**src/rtl/pa_pkg.sv**
```systemverilog
// Shared types and default geometry for the parallel-adapter channel sequencer.
package pa_pkg;

  localparam int unsigned PA_NUM_SAMPLES     = 4;
  localparam int unsigned PA_KERNELS_TOTAL   = 6;
  localparam int unsigned PA_FMAP_IMAGE_SIZE = 784;
  localparam int unsigned PA_IMAGE_LENGTH    = 784;
  localparam int unsigned PA_TIMER_W         = 16;

  // Index/address width for a range of n values; never narrower than one bit.
  function automatic int unsigned pa_width(input int unsigned n);
    return (n > 1) ? $clog2(n) : 1;
  endfunction

  localparam int unsigned PA_IMAGE_ADDR_W = pa_width(PA_NUM_SAMPLES * PA_IMAGE_LENGTH);
  localparam int unsigned PA_MAP_ADDR_W   =
    pa_width(PA_NUM_SAMPLES * PA_KERNELS_TOTAL * PA_FMAP_IMAGE_SIZE);
  localparam int unsigned PA_PARAM_IDX_W  = pa_width(PA_NUM_SAMPLES * PA_KERNELS_TOTAL);

  typedef enum logic [2:0] {
    SEQ_IDLE    = 3'd0,
    SEQ_LOAD    = 3'd1,
    SEQ_RUN     = 3'd2,
    SEQ_WRITE   = 3'd3,
    SEQ_ADVANCE = 3'd4
  } pa_seq_state_t;

endpackage

```
**src/rtl/pa_channel_sequencer_if.sv**
```systemverilog
// Control, handshake and address bundle between the PA sequencer (master) and
// the PA datapath / load / writeback logic (slave).
interface pa_channel_sequencer_if #(
  parameter int unsigned NUM_SAMPLES        = pa_pkg::PA_NUM_SAMPLES,
  parameter int unsigned PA_KERNELS_TOTAL   = pa_pkg::PA_KERNELS_TOTAL,
  parameter int unsigned PA_FMAP_IMAGE_SIZE = pa_pkg::PA_FMAP_IMAGE_SIZE,
  parameter int unsigned PA_IMAGE_LENGTH    = pa_pkg::PA_IMAGE_LENGTH
);
  localparam int unsigned SAMPLE_W  = pa_pkg::pa_width(NUM_SAMPLES);
  localparam int unsigned CHANNEL_W = pa_pkg::pa_width(PA_KERNELS_TOTAL);
  localparam int unsigned IMAGE_W   = pa_pkg::pa_width(NUM_SAMPLES * PA_IMAGE_LENGTH);
  localparam int unsigned MAP_W     =
    pa_pkg::pa_width(NUM_SAMPLES * PA_KERNELS_TOTAL * PA_FMAP_IMAGE_SIZE);
  localparam int unsigned PARAM_W   = pa_pkg::pa_width(NUM_SAMPLES * PA_KERNELS_TOTAL);

  logic                 start;
  logic                 abort;
  logic                 busy;
  logic                 run_done;
  logic                 load_req;
  logic                 load_ack;
  logic [IMAGE_W-1:0]   image_base;
  logic [MAP_W-1:0]     map_base;
  logic [PARAM_W-1:0]   param_idx;
  logic                 do_fp;
  logic                 do_bp;
  logic                 done_BP;
  logic                 result_valid;
  logic                 result_ready;
  logic [SAMPLE_W-1:0]  sample_idx;
  logic [CHANNEL_W-1:0] channel_idx;
  logic                 timeout_err;

  modport master (
    input  start, abort, load_ack, done_BP, result_ready,
    output busy, run_done, load_req, image_base, map_base, param_idx,
           do_fp, do_bp, result_valid, sample_idx, channel_idx, timeout_err
  );

  modport slave (
    output start, abort, load_ack, done_BP, result_ready,
    input  busy, run_done, load_req, image_base, map_base, param_idx,
           do_fp, do_bp, result_valid, sample_idx, channel_idx, timeout_err
  );

endinterface

```
**src/rtl/pa_seq_addr_gen.sv**
```systemverilog
// Converts (sample, channel) into registered operand base addresses; the
// registers load only when the sequencer enters LOAD.
module pa_seq_addr_gen #(
  parameter int unsigned NUM_SAMPLES        = pa_pkg::PA_NUM_SAMPLES,
  parameter int unsigned PA_KERNELS_TOTAL   = pa_pkg::PA_KERNELS_TOTAL,
  parameter int unsigned PA_FMAP_IMAGE_SIZE = pa_pkg::PA_FMAP_IMAGE_SIZE,
  parameter int unsigned PA_IMAGE_LENGTH    = pa_pkg::PA_IMAGE_LENGTH,
  localparam int unsigned SAMPLE_W  = pa_pkg::pa_width(NUM_SAMPLES),
  localparam int unsigned CHANNEL_W = pa_pkg::pa_width(PA_KERNELS_TOTAL),
  localparam int unsigned IMAGE_W   = pa_pkg::pa_width(NUM_SAMPLES * PA_IMAGE_LENGTH),
  localparam int unsigned MAP_W     =
    pa_pkg::pa_width(NUM_SAMPLES * PA_KERNELS_TOTAL * PA_FMAP_IMAGE_SIZE),
  localparam int unsigned PARAM_W   = pa_pkg::pa_width(NUM_SAMPLES * PA_KERNELS_TOTAL)
) (
  input  logic                 clk,
  input  logic                 rst,
  input  logic                 en,
  input  logic [SAMPLE_W-1:0]  sample,
  input  logic [CHANNEL_W-1:0] channel,
  output logic [IMAGE_W-1:0]   image_base,
  output logic [MAP_W-1:0]     map_base,
  output logic [PARAM_W-1:0]   param_idx
);

  // 32-bit intermediate arithmetic; results always fit the narrowed widths.
  always_ff @(posedge clk or posedge rst) begin
    if (rst) begin
      image_base <= '0;
      map_base   <= '0;
      param_idx  <= '0;
    end else if (en) begin
      image_base <= IMAGE_W'(32'(sample) * 32'(PA_IMAGE_LENGTH));
      param_idx  <= PARAM_W'(32'(sample) * 32'(PA_KERNELS_TOTAL) + 32'(channel));
      map_base   <= MAP_W'((32'(sample) * 32'(PA_KERNELS_TOTAL) + 32'(channel))
                           * 32'(PA_FMAP_IMAGE_SIZE));
    end
  end

endmodule

```
**src/rtl/pa_channel_sequencer.sv**
```systemverilog
// Walks every (sample, channel) pair through LOAD -> RUN -> WRITE -> ADVANCE.
// Optional RUN watchdog is compiled in with `define PA_SEQ_TIMEOUT_EN.
module pa_channel_sequencer #(
  parameter int unsigned NUM_SAMPLES        = pa_pkg::PA_NUM_SAMPLES,
  parameter int unsigned PA_KERNELS_TOTAL   = pa_pkg::PA_KERNELS_TOTAL,
  parameter int unsigned PA_FMAP_IMAGE_SIZE = pa_pkg::PA_FMAP_IMAGE_SIZE,
  parameter int unsigned PA_IMAGE_LENGTH    = pa_pkg::PA_IMAGE_LENGTH,
  parameter int unsigned TIMEOUT_CYCLES     = 65535
) (
  input logic                    clk,
  input logic                    rst,
  pa_channel_sequencer_if.master bus
);
  import pa_pkg::*;

  localparam int unsigned SAMPLE_W  = pa_width(NUM_SAMPLES);
  localparam int unsigned CHANNEL_W = pa_width(PA_KERNELS_TOTAL);
  localparam int unsigned IMAGE_W   = pa_width(NUM_SAMPLES * PA_IMAGE_LENGTH);
  localparam int unsigned MAP_W     = pa_width(NUM_SAMPLES * PA_KERNELS_TOTAL * PA_FMAP_IMAGE_SIZE);
  localparam int unsigned PARAM_W   = pa_width(NUM_SAMPLES * PA_KERNELS_TOTAL);

  pa_seq_state_t        state, state_next;
  logic [SAMPLE_W-1:0]  sample_q, sample_next;
  logic [CHANNEL_W-1:0] channel_q, channel_next;
  logic                 start_run_c;
  logic                 timeout_hit_c;
  logic                 last_channel_c, last_sample_c;

  logic busy_q, run_done_q, load_req_q, pa_en_q, result_valid_q;
  logic busy_next, run_done_next, load_req_next, pa_en_next, result_valid_next;

  logic [IMAGE_W-1:0] image_base;
  logic [MAP_W-1:0]   map_base;
  logic [PARAM_W-1:0] param_idx;

  assign last_channel_c = (channel_q == CHANNEL_W'(PA_KERNELS_TOTAL - 1));
  assign last_sample_c  = (sample_q  == SAMPLE_W'(NUM_SAMPLES - 1));

  // State and index register
  always_ff @(posedge clk or posedge rst) begin
    if (rst) begin
      state     <= SEQ_IDLE;
      sample_q  <= '0;
      channel_q <= '0;
    end else begin
      state     <= state_next;
      sample_q  <= sample_next;
      channel_q <= channel_next;
    end
  end

  // Next state; abort outranks every handshake in the same cycle
  always_comb begin
    state_next   = state;
    sample_next  = sample_q;
    channel_next = channel_q;
    start_run_c  = 1'b0;
    case (state)
      SEQ_IDLE: begin
        if (bus.start) begin
          state_next   = SEQ_LOAD;
          sample_next  = '0;
          channel_next = '0;
          start_run_c  = 1'b1;
        end
      end
      SEQ_LOAD: begin
        if (bus.abort)         state_next = SEQ_IDLE;
        else if (bus.load_ack) state_next = SEQ_RUN;
      end
      SEQ_RUN: begin
        if (bus.abort)        state_next = SEQ_IDLE;
        else if (bus.done_BP) state_next = SEQ_WRITE;
        else if (timeout_hit_c) state_next = SEQ_IDLE;
      end
      SEQ_WRITE: begin
        if (bus.abort)             state_next = SEQ_IDLE;
        else if (bus.result_ready) state_next = SEQ_ADVANCE;
      end
      SEQ_ADVANCE: begin
        if (bus.abort) begin
          state_next = SEQ_IDLE;
        end else if (!last_channel_c) begin
          state_next   = SEQ_LOAD;
          channel_next = channel_q + CHANNEL_W'(1);
        end else if (!last_sample_c) begin
          state_next   = SEQ_LOAD;
          channel_next = '0;
          sample_next  = sample_q + SAMPLE_W'(1);
        end else begin
          state_next = SEQ_IDLE;
        end
      end
      default: state_next = SEQ_IDLE;
    endcase
  end

  // Output decode, one cycle ahead so every output leaves a flop
  always_comb begin
    busy_next         = (state_next != SEQ_IDLE);
    load_req_next     = (state_next == SEQ_LOAD);
    pa_en_next        = (state_next == SEQ_RUN);
    result_valid_next = (state_next == SEQ_WRITE);
    run_done_next     = (state == SEQ_ADVANCE) && !bus.abort && last_channel_c && last_sample_c;
  end

  always_ff @(posedge clk or posedge rst) begin
    if (rst) begin
      busy_q         <= 1'b0;
      run_done_q     <= 1'b0;
      load_req_q     <= 1'b0;
      pa_en_q        <= 1'b0;
      result_valid_q <= 1'b0;
    end else begin
      busy_q         <= busy_next;
      run_done_q     <= run_done_next;
      load_req_q     <= load_req_next;
      pa_en_q        <= pa_en_next;
      result_valid_q <= result_valid_next;
    end
  end

`ifdef PA_SEQ_TIMEOUT_EN
  logic [PA_TIMER_W-1:0] run_cnt_q;
  logic                  timeout_err_q;

  // Counts RUN cycles; idles at zero outside RUN so each entry starts fresh
  always_ff @(posedge clk or posedge rst) begin
    if (rst)                    run_cnt_q <= '0;
    else if (state != SEQ_RUN)  run_cnt_q <= '0;
    else                        run_cnt_q <= run_cnt_q + PA_TIMER_W'(1);
  end

  assign timeout_hit_c = (state == SEQ_RUN) &&
                         (run_cnt_q == PA_TIMER_W'(TIMEOUT_CYCLES - 1));

  always_ff @(posedge clk or posedge rst) begin
    if (rst)                 timeout_err_q <= 1'b0;
    else if (start_run_c)    timeout_err_q <= 1'b0;
    else if (timeout_hit_c && !bus.abort && !bus.done_BP) timeout_err_q <= 1'b1;
  end

  assign bus.timeout_err = timeout_err_q;
`else
  logic unused_timeout_cfg;

  assign timeout_hit_c      = 1'b0;
  assign unused_timeout_cfg = ^PA_TIMER_W'(TIMEOUT_CYCLES) ^ start_run_c;
  assign bus.timeout_err    = 1'b0;
`endif

  pa_seq_addr_gen #(
    .NUM_SAMPLES        (NUM_SAMPLES),
    .PA_KERNELS_TOTAL   (PA_KERNELS_TOTAL),
    .PA_FMAP_IMAGE_SIZE (PA_FMAP_IMAGE_SIZE),
    .PA_IMAGE_LENGTH    (PA_IMAGE_LENGTH)
  ) u_addr_gen (
    .clk        (clk),
    .rst        (rst),
    .en         ((state_next == SEQ_LOAD) && (state != SEQ_LOAD)),
    .sample     (sample_next),
    .channel    (channel_next),
    .image_base (image_base),
    .map_base   (map_base),
    .param_idx  (param_idx)
  );

  assign bus.busy         = busy_q;
  assign bus.run_done     = run_done_q;
  assign bus.load_req     = load_req_q;
  assign bus.do_fp        = pa_en_q;
  assign bus.do_bp        = pa_en_q;
  assign bus.result_valid = result_valid_q;
  assign bus.sample_idx   = sample_q;
  assign bus.channel_idx  = channel_q;
  assign bus.image_base   = image_base;
  assign bus.map_base     = map_base;
  assign bus.param_idx    = param_idx;

endmodule

```
**src/flat_wrapper.sv**
```systemverilog
// flat-port wrapper written by rule: the top's interface ports become plain ports
module pa_channel_sequencer_flat import pa_pkg::*;
#(
  parameter int unsigned NUM_SAMPLES        = pa_pkg::PA_NUM_SAMPLES,
  parameter int unsigned PA_KERNELS_TOTAL   = pa_pkg::PA_KERNELS_TOTAL,
  parameter int unsigned PA_FMAP_IMAGE_SIZE = pa_pkg::PA_FMAP_IMAGE_SIZE,
  parameter int unsigned PA_IMAGE_LENGTH    = pa_pkg::PA_IMAGE_LENGTH,
  parameter int unsigned TIMEOUT_CYCLES     = 65535
)
  (clk, rst, bus_start, bus_abort, bus_load_ack, bus_done_BP, bus_result_ready, bus_busy, bus_run_done, bus_load_req, bus_image_base, bus_map_base, bus_param_idx, bus_do_fp, bus_do_bp, bus_result_valid, bus_sample_idx, bus_channel_idx, bus_timeout_err);
  pa_channel_sequencer_if #(.NUM_SAMPLES(NUM_SAMPLES), .PA_KERNELS_TOTAL(PA_KERNELS_TOTAL), .PA_FMAP_IMAGE_SIZE(PA_FMAP_IMAGE_SIZE), .PA_IMAGE_LENGTH(PA_IMAGE_LENGTH)) bus_i ();
  input logic clk;
  input logic rst;
  input wire logic [$bits(bus_i.start)-1:0] bus_start;
  input wire logic [$bits(bus_i.abort)-1:0] bus_abort;
  input wire logic [$bits(bus_i.load_ack)-1:0] bus_load_ack;
  input wire logic [$bits(bus_i.done_BP)-1:0] bus_done_BP;
  input wire logic [$bits(bus_i.result_ready)-1:0] bus_result_ready;
  output wire logic [$bits(bus_i.busy)-1:0] bus_busy;
  output wire logic [$bits(bus_i.run_done)-1:0] bus_run_done;
  output wire logic [$bits(bus_i.load_req)-1:0] bus_load_req;
  output wire logic [$bits(bus_i.image_base)-1:0] bus_image_base;
  output wire logic [$bits(bus_i.map_base)-1:0] bus_map_base;
  output wire logic [$bits(bus_i.param_idx)-1:0] bus_param_idx;
  output wire logic [$bits(bus_i.do_fp)-1:0] bus_do_fp;
  output wire logic [$bits(bus_i.do_bp)-1:0] bus_do_bp;
  output wire logic [$bits(bus_i.result_valid)-1:0] bus_result_valid;
  output wire logic [$bits(bus_i.sample_idx)-1:0] bus_sample_idx;
  output wire logic [$bits(bus_i.channel_idx)-1:0] bus_channel_idx;
  output wire logic [$bits(bus_i.timeout_err)-1:0] bus_timeout_err;
  assign bus_i.start = bus_start;
  assign bus_i.abort = bus_abort;
  assign bus_i.load_ack = bus_load_ack;
  assign bus_i.done_BP = bus_done_BP;
  assign bus_i.result_ready = bus_result_ready;
  assign bus_busy = bus_i.busy;
  assign bus_run_done = bus_i.run_done;
  assign bus_load_req = bus_i.load_req;
  assign bus_image_base = bus_i.image_base;
  assign bus_map_base = bus_i.map_base;
  assign bus_param_idx = bus_i.param_idx;
  assign bus_do_fp = bus_i.do_fp;
  assign bus_do_bp = bus_i.do_bp;
  assign bus_result_valid = bus_i.result_valid;
  assign bus_sample_idx = bus_i.sample_idx;
  assign bus_channel_idx = bus_i.channel_idx;
  assign bus_timeout_err = bus_i.timeout_err;
  pa_channel_sequencer #(.NUM_SAMPLES(NUM_SAMPLES), .PA_KERNELS_TOTAL(PA_KERNELS_TOTAL), .PA_FMAP_IMAGE_SIZE(PA_FMAP_IMAGE_SIZE), .PA_IMAGE_LENGTH(PA_IMAGE_LENGTH), .TIMEOUT_CYCLES(TIMEOUT_CYCLES)) u_core (.clk(clk), .rst(rst), .bus(bus_i));
endmodule
```
**config.mk**
```make
export PLATFORM = sky130hd
export DESIGN_NAME = pa_channel_sequencer_flat
export DESIGN_NICKNAME = d
export VERILOG_FILES = /design/src/rtl/pa_pkg.sv /design/src/rtl/pa_channel_sequencer_if.sv /design/src/rtl/pa_seq_addr_gen.sv /design/src/rtl/pa_channel_sequencer.sv /design/src/flat_wrapper.sv
export SDC_FILE = /design/constraint.sdc
export NUM_CORES = 1
export LEC_CHECK = 0
export BUFFER_PORTS_ARGS = -buffer_cell sky130_fd_sc_hd__buf_2
export CAP_MARGIN = 20
export CORE_MARGIN = 3
export CORE_UTILIZATION = 45
export CTS_CLUSTER_DIAMETER = 150
export DETAILED_ROUTE_END_ITERATION = 16
export PLACE_DENSITY = 0.72
export SLEW_MARGIN = 25
export SYNTH_ARGS = -nofsm -noshare
export SYNTH_HDL_FRONTEND = slang
export SYNTH_SLANG_ARGS = --single-unit
```
**constraint.sdc**
```tcl
create_clock -name clk -period 13 [get_ports clk]
set_input_delay 0.65 -clock clk [delete_from_list [all_inputs] [get_ports clk]]
set_output_delay 0.65 -clock clk [all_outputs]
set_load 0.02 [all_outputs]
```
==> flow_metrics.env <==
export IMPL_outcome="finished clean"
export IMPL_final_hold_viol_count=0
export IMPL_placedCellCount=265
export IMPL_ant_nets=0
export IMPL_cp_max_fo=9
export IMPL_place_area_mm2=0.00211
export IMPL_post_route_cells_drive_above_1_share=0.300
export IMPL_fp_dieH_um=72.6
export IMPL_synth_top_area_cell="dfrtp_1"
export IMPL_globalRouteTotalUtil=0.139
export IMPL_synthArstFlopShare=1.00
export IMPL_num_io_pins=51
export IMPL_drc=0
export IMPL_rows=23
export IMPL_period_share=0.357
export IMPL_whs_ps=430
export IMPL_cts_setup_buffers=0
export IMPL_final_cells=273
export IMPL_place_congestion=0.842
export IMPL_die_x_um=72.6
export IMPL_yosysMostFrequentCell="dfrtp_1"
export IMPL_area_growth_pct=13.1
export IMPL_netlist_area_mm2=0.00199
export IMPL_place_hpwl_um=2580
export IMPL_reg2reg_depth=16
export IMPL_cts_buffers_inserted=5
export IMPL_maxSlewViolCount=0
export IMPL_arrival_ps=4840
export IMPL_synthCells=188
export IMPL_synth_adder_area_share=0.183
export IMPL_dp_slack_ps=8070
export IMPL_required_ps=13200
export IMPL_synth_flop_cell="dfrtp_1"
export IMPL_htree_levels=2
export IMPL_end_kind="flip-flop"
export IMPL_fin_tns_setup_ps=0
export IMPL_via_per_inst=5.00
export IMPL_synth_top_cells_by_area="dfrtp_1 38%, ha_1 16%, buf_4 6.4%"
export IMPL_reg2reg_from="u_core.state[0]"
export IMPL_power_uw=253
export IMPL_cap_violations=0
export IMPL_antennaDiodeCount=0
export IMPL_cts_hold_buf=0
export IMPL_vias=1365
export IMPL_grt_pass1_vias=1230
export IMPL_post_route_util=0.544
export IMPL_synth_top_family_by_area="adder cells"
export IMPL_synth_mux_area_frac=0.0609
export IMPL_setup_viol=0
export IMPL_finalNetCount=257
export IMPL_core_mm2=0.00414
export IMPL_dr_pass1_iters=4
export IMPL_slew_headroom=0.335
export IMPL_total_leakage_power_nw=1.31
export IMPL_ys_warn_count=0
export IMPL_synth_seq_area_share=0.377
export IMPL_cts_tree="yes"
export IMPL_synthSimpleGateAreaFrac=0.112
export IMPL_grt_overflow_total=0
export IMPL_die_area_mm2=0.00526
export IMPL_synth_seq_cells=30
export IMPL_r2r_end="u_core.u_addr_gen.map_base[14]"
export IMPL_hold_path_class="primary input to asynchronous set/reset pin"
export IMPL_routed_wl_um=3410
export IMPL_setup_slack_ps=8360
export IMPL_skew_ps=6.08
export IMPL_cts_max_path_buffers=2
export IMPL_portBuffers=39
export IMPL_clk_latency_ps=290
export IMPL_drt_iter0_drc=38
export IMPL_cts_sinks=30
export IMPL_synth_area_per_cell_um2=10.6
export IMPL_antenna_found_initial=0
export IMPL_r2r_slack_ps=8360
export IMPL_yosys_area_top_type_share=0.377
export IMPL_clk_pin_slew_ps=70
export IMPL_crit_type="flip-flop to flip-flop"
export IMPL_cts_root_buf="clkbuf_8"
export IMPL_max_vdd_ir_drop_mv=0.0725
export IMPL_tightest_slew_ps=998
export IMPL_synth_edf_count=0
export IMPL_grt_max_degree=31
export IMPL_synth_commonest_cells="30 x dfrtp_1, 26 x ha_1, 17 x buf_4, 17 x inv_1, 15 x nand2_1"
export IMPL_wl_per_cell_um=12.5
export IMPL_p_per_area_mw_per_mm2=112
export IMPL_final_cell_area_mm2=0.00225
export IMPL_post_synth_num_cell_types=42
export IMPL_fmax_mhz=215
export IMPL_cp_start_kind="flip-flop"
export IMPL_min_period_ps=4640
export IMPL_synth_compound_area_frac=0.110
export IMPL_grt_setup_unrepaired="false"
export IMPL_grt_first_pass_wirelength_um=5540
export IMPL_synth_xor_area_share=0.0308
export IMPL_start_util=0.481
export IMPL_cts_repair_resized=0
[layout make-up]
type	count	area, um^2
Clock buffer	6	82.6
Clock inverter	2	60.1
Fill cell	376	1890
Inverter	17	63.8
Multi-Input combinational cell	128	1030
Sequential cell	30	751
Tap cell	50	62.6
Timing Repair Buffer	40	203
[registers in the layout (all words and copies together), names as in the netlist]
name / flops
u_core.u_addr_gen.map_base: 7
u_core.u_addr_gen.image_base: 5
u_core.u_addr_gen.param_idx: 5
u_core.bus.channel_idx: 3
u_core.state: 3
u_core.bus.sample_idx: 2
u_core.bus.busy: 1
u_core.bus.do_bp: 1
u_core.bus.load_req: 1
u_core.bus.result_valid: 1
u_core.bus.run_done: 1
[critical path, cell delays in order, from the launching register on]
cell and delay [ps]:
dfrtp_1 500, nor4b_4 470, a31oi_1 170, a211oi_1 390, ha_1 220, inv_1 80, fa_1 450, xnor2_1 300
ha_1 300, ha_1 290, ha_1 300, inv_1 60, fa_1 460, nor2b_1 120, o21ai_0 100, and3_1 190
o31ai_2 160
[metal layers]
layer | GRT usage | up-vias | routed length (um) | share of wire
met5 | 0 | - | 0 | 0
met4 | 0.0738 | 0 | 68 | 0.020
met3 | 0.0360 | 7 | 235 | 0.069
met2 | 0.212 | 46 | 1480 | 0.43
met1 | 0.181 | 629 | 1630 | 0.48
li1 | - | 683 | - | -
[where the power goes]
group	switching, mW	internal [mW]	total [mW]
sequential	0.00507	0.0974	0.102
combinational	0.0215	0.0107	0.0322
clock	0.0366	0.0817	0.118
total	0.0632	0.190	0.253
[cell families after synthesis]
logic type,Yosys count
muxes,11
other,1
xor gates and xnor gates,7
AOI/OAI and AO/OA,32
adders and majority gates,28
DFF,30
buffers and inverters,40
and+or+nand+nor,39
[placed cells by master, fill, tap and decap left out, types with 6 or more instances in the layout]
master and n:
buf_2 39, conb_1 11, nand2_1 15, o21ai_0 8, inv_1 17, mux2_2 9, dfrtp_1 30, nor2_1 9
clkbuf_8 6, ha_1 26, a21oi_1 7
[how the worst max path moves through the flow]
stage | from | to | slack (ps) | depth (start not counted)
after floorplan | bus_abort | u_core.u_addr_gen.map_base[14] | 8600 | 17
after global placement | bus_abort | u_core.u_addr_gen.map_base[14] | 8130 | 18
after detailed placement | bus_abort | u_core.u_addr_gen.map_base[14] | 8070 | 18
after CTS | u_core.state[0] | u_core.u_addr_gen.map_base[14] | 8340 | 17
after global routing | u_core.state[0] | u_core.u_addr_gen.map_base[14] | 7980 | 17
final | u_core.state[0] | u_core.u_addr_gen.map_base[14] | 8360 | 16
(Power assumes the default switching activity.)
